`config.mk`:
```
export PLATFORM = sky130hd
export DESIGN_NAME = stream_rsort
export DESIGN_NICKNAME = d
export VERILOG_FILES = /design/src/rtl/stream_rsort.sv
export SDC_FILE = /design/constraint.sdc
export NUM_CORES = 1
export LEC_CHECK = 0
export BUFFER_PORTS_ARGS = -buffer_cell sky130_fd_sc_hd__buf_2
export CORE_UTILIZATION = 41
export CTS_CLUSTER_DIAMETER = 60
export DETAILED_ROUTE_END_ITERATION = 8
export PLACE_DENSITY = 0.61
export SLEW_MARGIN = 20
export SYNTH_ARGS = -nofsm -noshare
export SYNTH_HDL_FRONTEND = slang
export SYNTH_SLANG_ARGS = --single-unit
```
`constraint.sdc`:
```
create_clock -name clk -period 3.01 [get_ports clk]
set_clock_uncertainty 0.1 [all_clocks]
set_input_delay 0.602 -clock clk [delete_from_list [all_inputs] [get_ports clk]]
set_output_delay 0.602 -clock clk [all_outputs]
set_load 0.01 [all_outputs]
```
`src/rtl/stream_rsort.sv`:
```
// stream_rsort: streaming descending sorter for unsigned words.
//   Collects N words from a valid/ready input stream, sorts them in place
//   with N odd-even transposition passes (one pass per cycle, built from
//   rsort2 compare-swap cells), then streams them out largest-first.
//   Batches do not overlap: load, sort and drain run back to back.
// Ports:
//   clk        rising-edge clock
//   rst        synchronous active-high reset
//   in_valid   in_data valid
//   in_ready   block accepts in_data this cycle (0 while rst=1)
//   in_data    unsigned word to sort
//   out_valid  out_data valid
//   out_ready  consumer accepts out_data this cycle
//   out_data   sorted word, descending order
//   out_last   marks the Nth (smallest) output word
//   busy       high while sorting or draining

// rsort2: two-input compare-swap cell, larger value on hi, smaller on lo.
module rsort2 #(
  parameter int W = 8
) (
  input  logic [W-1:0] a,
  input  logic [W-1:0] b,
  output logic [W-1:0] hi,
  output logic [W-1:0] lo
);
  assign hi = (a < b) ? b : a;
  assign lo = (a < b) ? a : b;
endmodule

module stream_rsort #(
  parameter int DATA_WIDTH = 8,
  parameter int N          = 8
) (
  input  logic                  clk,
  input  logic                  rst,
  input  logic                  in_valid,
  output logic                  in_ready,
  input  logic [DATA_WIDTH-1:0] in_data,
  output logic                  out_valid,
  input  logic                  out_ready,
  output logic [DATA_WIDTH-1:0] out_data,
  output logic                  out_last,
  output logic                  busy
);

  localparam int CW = $clog2(N);
  localparam logic [CW-1:0] LAST = CW'(N - 1);

  typedef enum logic [1:0] {LOAD, SORT, DRAIN} state_t;

  state_t                  state;
  logic [CW-1:0]           wr;
  logic [CW-1:0]           pass;
  logic [CW-1:0]           rd;
  logic                    in_ready_q;
  logic [DATA_WIDTH-1:0]   slot        [N];
  logic [DATA_WIDTH-1:0]   pass_result [N];
  logic [DATA_WIDTH-1:0]   hi          [N-1];
  logic [DATA_WIDTH-1:0]   lo          [N-1];

  // One compare-swap cell per adjacent pair; each pass only uses the
  // cells whose lower index has the same parity as the pass number.
  for (genvar g = 0; g < N - 1; g++) begin : g_cell
    rsort2 #(.W(DATA_WIDTH)) u_cell (
      .a (slot[g]),
      .b (slot[g+1]),
      .hi(hi[g]),
      .lo(lo[g])
    );
  end

  // Even passes touch pairs (0,1),(2,3)..; odd passes touch (1,2),(3,4)..
  // so the end slots are left alone on odd passes.
  always_comb begin
    pass_result = slot;
    for (int i = 0; i < N - 1; i++) begin
      if (i[0] == pass[0]) begin
        pass_result[i]   = hi[i];
        pass_result[i+1] = lo[i];
      end
    end
  end

  // in_ready is registered but masked by rst so it drops in the reset cycle.
  assign in_ready = in_ready_q & ~rst;
  assign out_data = slot[rd];

  always_ff @(posedge clk) begin
    if (rst) begin
      state      <= LOAD;
      wr         <= '0;
      pass       <= '0;
      rd         <= '0;
      in_ready_q <= 1'b1;
      out_valid  <= 1'b0;
      out_last   <= 1'b0;
      busy       <= 1'b0;
    end else begin
      case (state)
        LOAD: begin
          if (in_valid) begin
            slot[wr] <= in_data;
            if (wr == LAST) begin
              state      <= SORT;
              wr         <= '0;
              pass       <= '0;
              in_ready_q <= 1'b0;
              busy       <= 1'b1;
            end else begin
              wr <= wr + 1'b1;
            end
          end
        end
        SORT: begin
          slot <= pass_result;
          pass <= pass + 1'b1;
          if (pass == LAST) begin
            state     <= DRAIN;
            rd        <= '0;
            out_valid <= 1'b1;
            out_last  <= 1'b0;
          end
        end
        DRAIN: begin
          if (out_ready) begin
            if (rd == LAST) begin
              state      <= LOAD;
              rd         <= '0;
              out_valid  <= 1'b0;
              out_last   <= 1'b0;
              busy       <= 1'b0;
              in_ready_q <= 1'b1;
            end else begin
              rd       <= rd + 1'b1;
              out_last <= ((rd + 1'b1) == LAST);
            end
          end
        end
        default: begin
          state <= LOAD;
        end
      endcase
    end
  end

endmodule
```
==> After elaboration in Yosys (flattened, before gate mapping) <==
Cells that the tools add are included.
{ "totals": {"register_bits": 79, "inputBits": 12, "out_inout_bits": 12, "wordCells": 132} }
{ "classes": {"n_addsub": 3, "n_lt_le_gt_ge": 10, "n_eq_ne": 21, "mux": 59, "n_bitwise": 4, "reduce_logical": 19} }
{ "ops": {"columns": ["operator", "count"], "rows": [
  ["8-bit 2-to-1 mux", 17],
  ["64-bit one-hot mux with 2 select lines", 1],
  ["16-bit 2-to-1 mux", 7],
  ["64-bit bitwise mux", 1],
  ["64-bit 2-to-1 mux", 1],
  ["8-bit less-than comparator", 7],
  ["5-bit AND reduction", 10],
  ["8-bit binary-select mux with 3-bit select", 1],
  ["8-bit demux with 3-bit select", 1],
  ["3-bit by 2-bit inequality test with 1-bit output (second input constant)", 7],
  ["3-bit 2-to-1 mux", 6],
  ["3-bit == test (second input constant)", 4],
  ["1-bit 2-to-1 mux", 12],
  ["2-bit inequality test (second input constant)", 6],
  ["3-bit one-hot mux with 2 select lines", 2],
  ["2-bit 2-to-1 mux", 5],
  ["3-bit by 1-bit adder with 3-bit output (second input constant)", 3],
  ["4-bit greater-or-equal comparator (second input constant)", 2],
  ["3-bit NOT with 4-bit output", 2],
  ["1-bit one-hot mux with 2 select lines", 4],
  ["2-bit one-hot mux with 3 select lines", 1],
  ["3-bit AND reduction", 2],
  ["2-bit nonzero test", 3],
  ["4-bit by 1-bit less-than comparator with 1-bit output (second input constant)", 1],
  ["9 further kinds", 10]
]} }

==> Logic depth before layout (Yosys ltp) <==
Gate-level depths: netlist of the first run.
{ "depth": {"word_depth": 10, "depth_mapped": 7, "depth_no_buf": 7} }

==> Cells and area by module <==
From an unflattened synthesis of the first run, not the netlist that was laid out.
{ "hier_totals": {"cells_unflattened": 643, "area_unflattened_um2": 7362.1} }
{ "modules_own_cells": {"columns": ["module", "instances", "cells_each", "area_each_um2", "seq_area_each_um2"], "rows": [
  ["stream_rsort", 1, 356, 4384.2, 2222.1],
  ["rsort2", 7, 41, 425.4, 0.0]
]} }

==> Worst setup path before layout of the first run <==
No wires, ideal clock.
{ "synth_path": {"kind": "register -> register", "startpoint": "reg slot[47] (netlist bit)", "endpoint": "reg slot[40] (netlist bit) (enable)", "arrival_time_ps": 2192, "path_slack_ps": 330, "path_stages_with_launch": 6, "n_path_buf": 0, "cell_sequence": "edfxtp_1 > ha_1 > and4_1 > a2111oi_2 > o31ai_1 > a221oi_1"} }
{ "synth_via": {"elab_chain_len": 3} }
{ "synth_rtl": {"columns": ["element", "line", "source"], "rows": [
  ["from (decl)", "57", "logic [DATA_WIDTH-1:0] slot [N];"],
  ["from (signal, indexed assignment)", "103", "slot[wr] <= in_data;"],
  ["from (signal assigned)", "116", "slot <= pass_result;"],
  ["8-bit less-than comparator, on equally long branches", "27, 28", null],
  ["3-bit by 2-bit inequality test with 1-bit output (no source line)", null, null],
  ["5-bit AND reduction (no source line) (*)", null, null]
]} }
Mark *: on every way between the ends. The rest lies on a longest branch, timed or not.
A chain may end at the register's enable or synchronous reset.

==> Worst setup path after layout of the first run <==
{ "layout_path": {"startpoint": "reg rd[0]", "endpoint": "out out_data[6]"} }
{ "layout_via": {"elab_chain_len": 4} }
{ "layout_rtl": {"columns": ["element", "line", "source"], "rows": [
  ["from (decl)", "55", "logic [CW-1:0] rd;"],
  ["from (signal assigned)", "135", "rd <= rd + 1'b1;"],
  ["3-bit NOT with 4-bit output (not written as such)", "87", "assign out_data = slot[rd];"],
  ["8-bit binary-select mux with 3-bit select", "87", null],
  ["8-bit 2-to-1 mux (not written as such) (2 in series)", "87", null],
  ["to (decl)", "42", "output logic [DATA_WIDTH-1:0] out_data,"]
]} }
Every way passes these cells. The select of a mux whose other input is x is not followed.

==> results of run 1 <==
-- layout make-up --
cell class              instances  area, um2  share of cell area
repair buffers                 40        243              0.0387
clock inverters                 2       11.3             0.00180
flip-flops and latches         79       2230               0.355
multi-input cells             357       3080               0.491
clock buffers                  14        289              0.0461
inverters                      54        203              0.0323
well taps                     176        220              0.0351
-- through the flow --
step	cell area, um2	cells	worst slack [ns]	hold WS, ns
after floorplan	5670	521	0.330	0.361
after global placement	5970	706	0.633	0.367
after detailed placement	5970	706	0.531	0.388
after CTS	6270	722	0.289	0.402
after global routing	6270	722	0.211	0.430
final	6270	722	0.278	0.395
-- worst register-to-register path: cells and delay by family (launching register included) --
family / cells / cell delay (ns)
compound gates: 4 / 1.03
buf+inv: 1 / 0.24
flops: 1 / 0.46
fa+ha+maj: 1 / 0.36
-- synth_stat cells, types with 6 or more instances --
cell       n
ha_1      56
o32ai_1   16
nor2_1    38
o22ai_1   48
mux2i_1   48
mux4_1    11
buf_1      6
inv_1     54
a221oi_1   6
o21ai_0    8
edfxtp_1  64
nand3_1    6
nor2b_1    6
a211oi_1  10
clkbuf_1   9
a21oi_1   18
nand2_1   19
dfxtp_1   15
nand4_1    6
buf_2     11
-- per-layer routing --
metal  part of all wire  GRT usage  wire length [um]
met3              0.054     0.0219               774
met2               0.46      0.331              6610
met1               0.45      0.284              6490
met5                  0          0                 0
met4              0.029      0.113               418
-- placed cells by master, fill, tap and decap left out, drive strengths merged, types with 4 or more instances in the layout --
cell,count
mux2i,48
nand2b,4
nor2b,6
ha,56
a21oi,18
nand2,19
clkbuf,14
a211oi,10
nor3,4
edfxtp,64
o32ai,16
dfxtp,15
nor2,39
inv,55
o211ai,4
mux2,8
o22ai,48
mux4,16
a211o,5
o21ai,10
nand3,6
nand4,6
nor3b,4
a221oi,6
buf,40
-- state kept, by name, summed over array words and instances, names as in the netlist --
name        count
state           2
slot           64
wr              3
pass            3
busy            1
in_ready_q      1
rd              3
out_last        1
out_valid       1
-- power by group through the flow --
stage          logic, mW  registers, mW  clock network [mW]
6_report           0.136           1.20                1.10
5_1_grt            0.150           1.21                1.14
4_1_cts            0.136           1.20                1.11
3_5_place_dp       0.135           1.23                   0
3_3_place_gp       0.131           1.23                   0
2_1_floorplan     0.0954           1.22                   0
-- worst min path at each step --
| stage | startpoint | end | cells after the start |
|---|---|---|---|
| 2_1_floorplan | in_ready_q | in_ready_q | 2 |
| 3_3_place_gp | out_last | out_last | 1 |
| 3_5_place_dp | out_last | out_last | 1 |
| 4_1_cts | out_last | out_last | 1 |
| 5_1_grt | out_last | out_last | 1 |
| 6_report | busy | busy | 2 |
-- cells by family (layout without fill, tap and decap cells) --
logic type      after synthesis  count (layout)  share of synthesized area
compound gates              130             130                      0.158
simple gates                 99              99                     0.0867
buf+inv                      85             110                     0.0655
flops                        79              79                      0.392
mux                          72              72                      0.175
fa+ha+maj                    56              56                      0.124
==> results.json, run 1 <==
{
  "intPower_mw": 1.90,
  "worstPathRequired_ns": 2.31,
  "ys_ff_latch": 79,
  "path_clk_slew_ns": 0.06,
  "status": "finished, final reports clean",
  "route.vias.total": 4431,
  "fin_util": 0.470,
  "power.switching_mw": 0.539,
  "diodes": 0,
  "clock_tree.htree_level_count": 3,
  "totalPowerFinal_mw": 2.44,
  "routed_wl_um": 14300,
  "hold_viol_final": 0,
  "synthDistinctLibCells": 51,
  "cp_num_cells": 4,
  "slew_viol_final": 0,
  "crit_family": "multiplexers",
  "track_usage": 0.210,
  "tns_ns": 0,
  "post_cts_buffers": 0,
  "startpoint_type": "flop",
  "coreArea_um2": 13300,
  "cp-startpoint": "rd[0]",
  "comb_power_share": 0.056,
  "drc": 0,
  "crit-reg2reg-launch": "slot[46]",
  "grt_max_degree": 36,
  "critical_path_class": "flop to output port",
  "area_delta_synth_final_pct": 10.6,
  "drtPass1Iterations": 5,
  "synth_top_flop_cell": "edfxtp_1",
  "grt_pass1_wl_um": 23100,
  "ctsResizeCount": 0,
  "finalSetupViolations": 0,
  "worst-path-buf-inv": 2,
  "irDropWorstVdd_v": 0.000286,
  "wl_per_cell_um": 19.8,
  "ctsLongestPathBuffers": 2,
  "cp_slowest_stage_delay_ns": 0.58,
  "finalWeightedCongestion": 0.849,
  "synth_area_um2": 5670,
  "cts_tree": "yes",
  "pwr-share-seq": 0.493,
  "antenna_found_initial": 0,
  "synth_top_cell_by_area": "edfxtp_1",
  "start_util": 0.425,
  "rows": 42,
  "netlist_top_cells_area": "edfxtp_1 (34%), ha_1 (12%), mux2i_1 (8.5%), dfxtp_1 (5.3%), o22ai_1 (5.3%)",
  "slowest_stage": "mux4_1",
  "path_cells": "buf_4, mux4_1, mux2_2, buf_2",
  "vias_per_cell": 6.14,
  "ios": 24,
  "die_x_um": 120,
  "dieHeight_um": 120,
  "reg2reg_slack_ns": 0.51,
  "dieArea_um2": 14300,
  "r2r_end": "slot[40]",
  "cp-end-kind": "output port",
  "synth.avg_cell_area_um2": 10.9,
  "ys_async_sr_fraction": 0,
  "rsz0062_at_grt": "false",
  "fin_crit_ns": 2.73,
  "period_share": 0.908,
  "worst_ep_arrival_time_ns": 2.03,
  "cts_buffers": 9,
  "crit_fanout": 13,
  "grt_pass1_vias": 4407,
  "dpl.hpwl_um": 10600,
  "ys_seq_area_frac": 0.392,
  "portBuffers": 23,
  "ys_warn_count": 0,
  "rr_worst_depth": 6,
  "drive_gt1_frac": 0.137,
  "nFillCells": 1243,
  "first_iter_violations": 322,
  "nets": 609,
  "syn_inst": 521,
  "clock.fmax_mhz": 366,
  "syn_nets": 589,
  "synth_top_area_frac": 0.339,
  "leakage_nw": 2.48,
  "p_sw_frac": 0.221,
  "hold_path_class": "flop to flop",
  "postRouteAntennaNets": 0,
  "synth_edf_count": 64,
  "worst_pin_slew_ns": 0.789,
  "root_buffer": "clkbuf_16",
  "slew_headroom": 0.473,
  "ctsHoldBuffers": 0,
  "cts.sinks": 79,
  "pwr-share-clk": 0.452,
  "cap_viol_max_count": 0,
  "gr-total-overflow": 0,
  "setup.worst_path.end": "out_data[6]",
  "clk_latency_ns": 0.34,
  "p_per_area_nw_per_um2": 390
}
Note: power is estimated with default switching activity, not from simulation.
==> inputs of run 2 (changes only) <==
==> constraint.sdc (replaced) <==
create_clock -name clk -period 3.01 [get_ports clk]
set_clock_uncertainty 0.1 [all_clocks]
set_input_delay 0.301 -clock clk [delete_from_list [all_inputs] [get_ports clk]]
set_output_delay 0.301 -clock clk [all_outputs]
set_load 0.01 [all_outputs]
==> run 2 against run 1 <==
  * Worst hold slack got worse by 0.22 ns
  * Combinational power barely moved
  * Clock power fell by 8%
  * Critical path type is now flop to flop
  * Largest cell class unchanged
==> results.json, run 2 (synthesis gave the netlist of run 1 again) <==
{
  "hold_path_class": "primary input to flop",
  "critical_path_class": "flop to flop",
  "worst_ep_arrival_time_ns": 2.38,
  "post_cts_buffers": 0,
  "grt_pass1_wl_um": 22800,
  "drtPass1Iterations": 5,
  "hold_viol_final": 0,
  "track_usage": 0.206,
  "first_iter_violations": 378,
  "path_clk_slew_ns": 0.06,
  "top_register": "slot",
  "clock.fmax_mhz": 412,
  "clk_latency_ns": 0.34,
  "stdcell_area_um2": 6290,
  "ios": 24,
  "cap_viol_max_count": 0,
  "start_util": 0.425,
  "leakage_nw": 2.50,
  "cts_buffers": 9,
  "path_cells": "ha_1, a211oi_1, nor2_1, nor3b_1, a21oi_1, a221oi_1, buf_4",
  "rsz0062_at_grt": "false",
  "drive_gt1_frac": 0.150,
  "postRouteAntennaNets": 0,
  "slowest_stage": "edfxtp_1",
  "vias_per_cell": 6.04,
  "period_share": 0.806,
  "reg2reg_slack_ns": 0.58,
  "cp-end-kind": "flop",
  "rr_worst_depth": 7,
  "p_per_area_nw_per_um2": 374,
  "multiInputGateArea_um2": 3080,
  "nets": 616,
  "seqCellArea_um2": 2230,
  "place_area_um2": 6020,
  "fin_crit_ns": 2.43,
  "slew_headroom": 0.504,
  "hold_depth": 3,
  "antenna_found_initial": 0,
  "worstPathRequired_ns": 2.96,
  "coreArea_um2": 13300,
  "worst_pin_slew_ns": 0.743,
  "tns_ns": 0,
  "finalSetupViolations": 0,
  "wl_per_cell_um": 19.4,
  "diodes": 0,
  "cts.sinks": 79,
  "dieHeight_um": 120,
  "status": "finished, final reports clean",
  "slew_viol_final": 0,
  "crit_fanout": 5,
  "dpl.hpwl_um": 10600,
  "portBuffers": 23,
  "clock_tree.htree_level_count": 3,
  "startpoint_type": "flop",
  "grt_pass1_vias": 4315,
  "finalWeightedCongestion": 0.832,
  "root_buffer": "clkbuf_16",
  "largest_reg_flops": 64,
  "route.vias.total": 4403,
  "most-common-layout-cells": "edfxtp_1 (64), ha_1 (56), inv_1 (54)",
  "nFillCells": 1251,
  "gr-total-overflow": 0,
  "irDropWorstVdd_v": 0.000246,
  "die_x_um": 120,
  "ctsHoldBuffers": 0,
  "drc": 0,
  "ctsLongestPathBuffers": 2,
  "routed_wl_um": 14100,
  "grt_max_degree": 48,
  "area_delta_synth_final_pct": 10.9,
  "layout_commonest_cell": "edfxtp_1",
  "cp_slowest_stage_delay_ns": 0.49,
  "ctsResizeCount": 0,
  "dieArea_um2": 14300,
  "rows": 42,
  "cts_tree": "yes"
}
## run 2: cell count changes in the layout (fill, tap and decap cells not counted)
cell	change
buf_4	+7
clkbuf_2	+2
clkbuf_8	-2
clkbuf_1	-1
clkbuf_16	-1
clkbuf_4	-1
clkinv_2	+1
inv_4	+1
inv_6	+1
## run 2: path summary, 6_finish.rpt
check                  start    endpoint
setup / recovery    slot[37]    slot[28]
hold / removal      in_valid       wr[2]
setup reg to reg    slot[37]    slot[28]
hold reg to reg   in_ready_q  in_ready_q
## run 2: metrics by stage
| stage | setup WS (ns) | power, mW | std cells | utilization | hold slack, ns |
|---|---|---|---|---|---|
| 3_5_place_dp | 0.601 | 1.36 | 713 | 0.451 | 0.383 |
| 6_report | 0.583 | 2.35 | 729 | 0.471 | 0.174 |
| 3_3_place_gp | 0.654 | 1.36 | 713 | 0.451 | 0.372 |
| 2_1_floorplan | 0.330 | 1.31 | 521 | - | 0.361 |
| 4_1_cts | 0.590 | 2.36 | 729 | 0.471 | 0.166 |
| 5_1_grt | 0.419 | 2.42 | 729 | 0.471 | 0.171 |
## run 2: routing by layer
metal	global-route usage	wire (um)	vias up
li1	-	-	2076
met1	0.282	6350	2202
met2	0.337	6910	114
met3	0.0352	730	11
met4	0.0531	121	0
met5	0	0	-
## run 2: power by group
group / internal [mW] / total [mW] / switching [mW]
Combinational: 0.0572 / 0.139 / 0.0819
Clock: 0.567 / 1.01 / 0.446
Sequential: 1.19 / 1.20 / 0.0163
Total: 1.81 / 2.35 / 0.544
## run 2: cell type report
type,instances,share of cell area
multi-input combinational,357,0.490
sequential,79,0.354
timing repair buffer,47,0.0469
clock buffer,11,0.0374
tap,176,0.0350
inverter,54,0.0322
clock inverter,5,0.00497
## run 2: critical path, delay by kind of cell, from the launching register on
kind | cells | cell delay, ns
compound gates | 3 | 0.73
fa+ha+maj | 1 | 0.36
buf+inv | 1 | 0.21
flops | 1 | 0.49
simple gates | 2 | 0.25
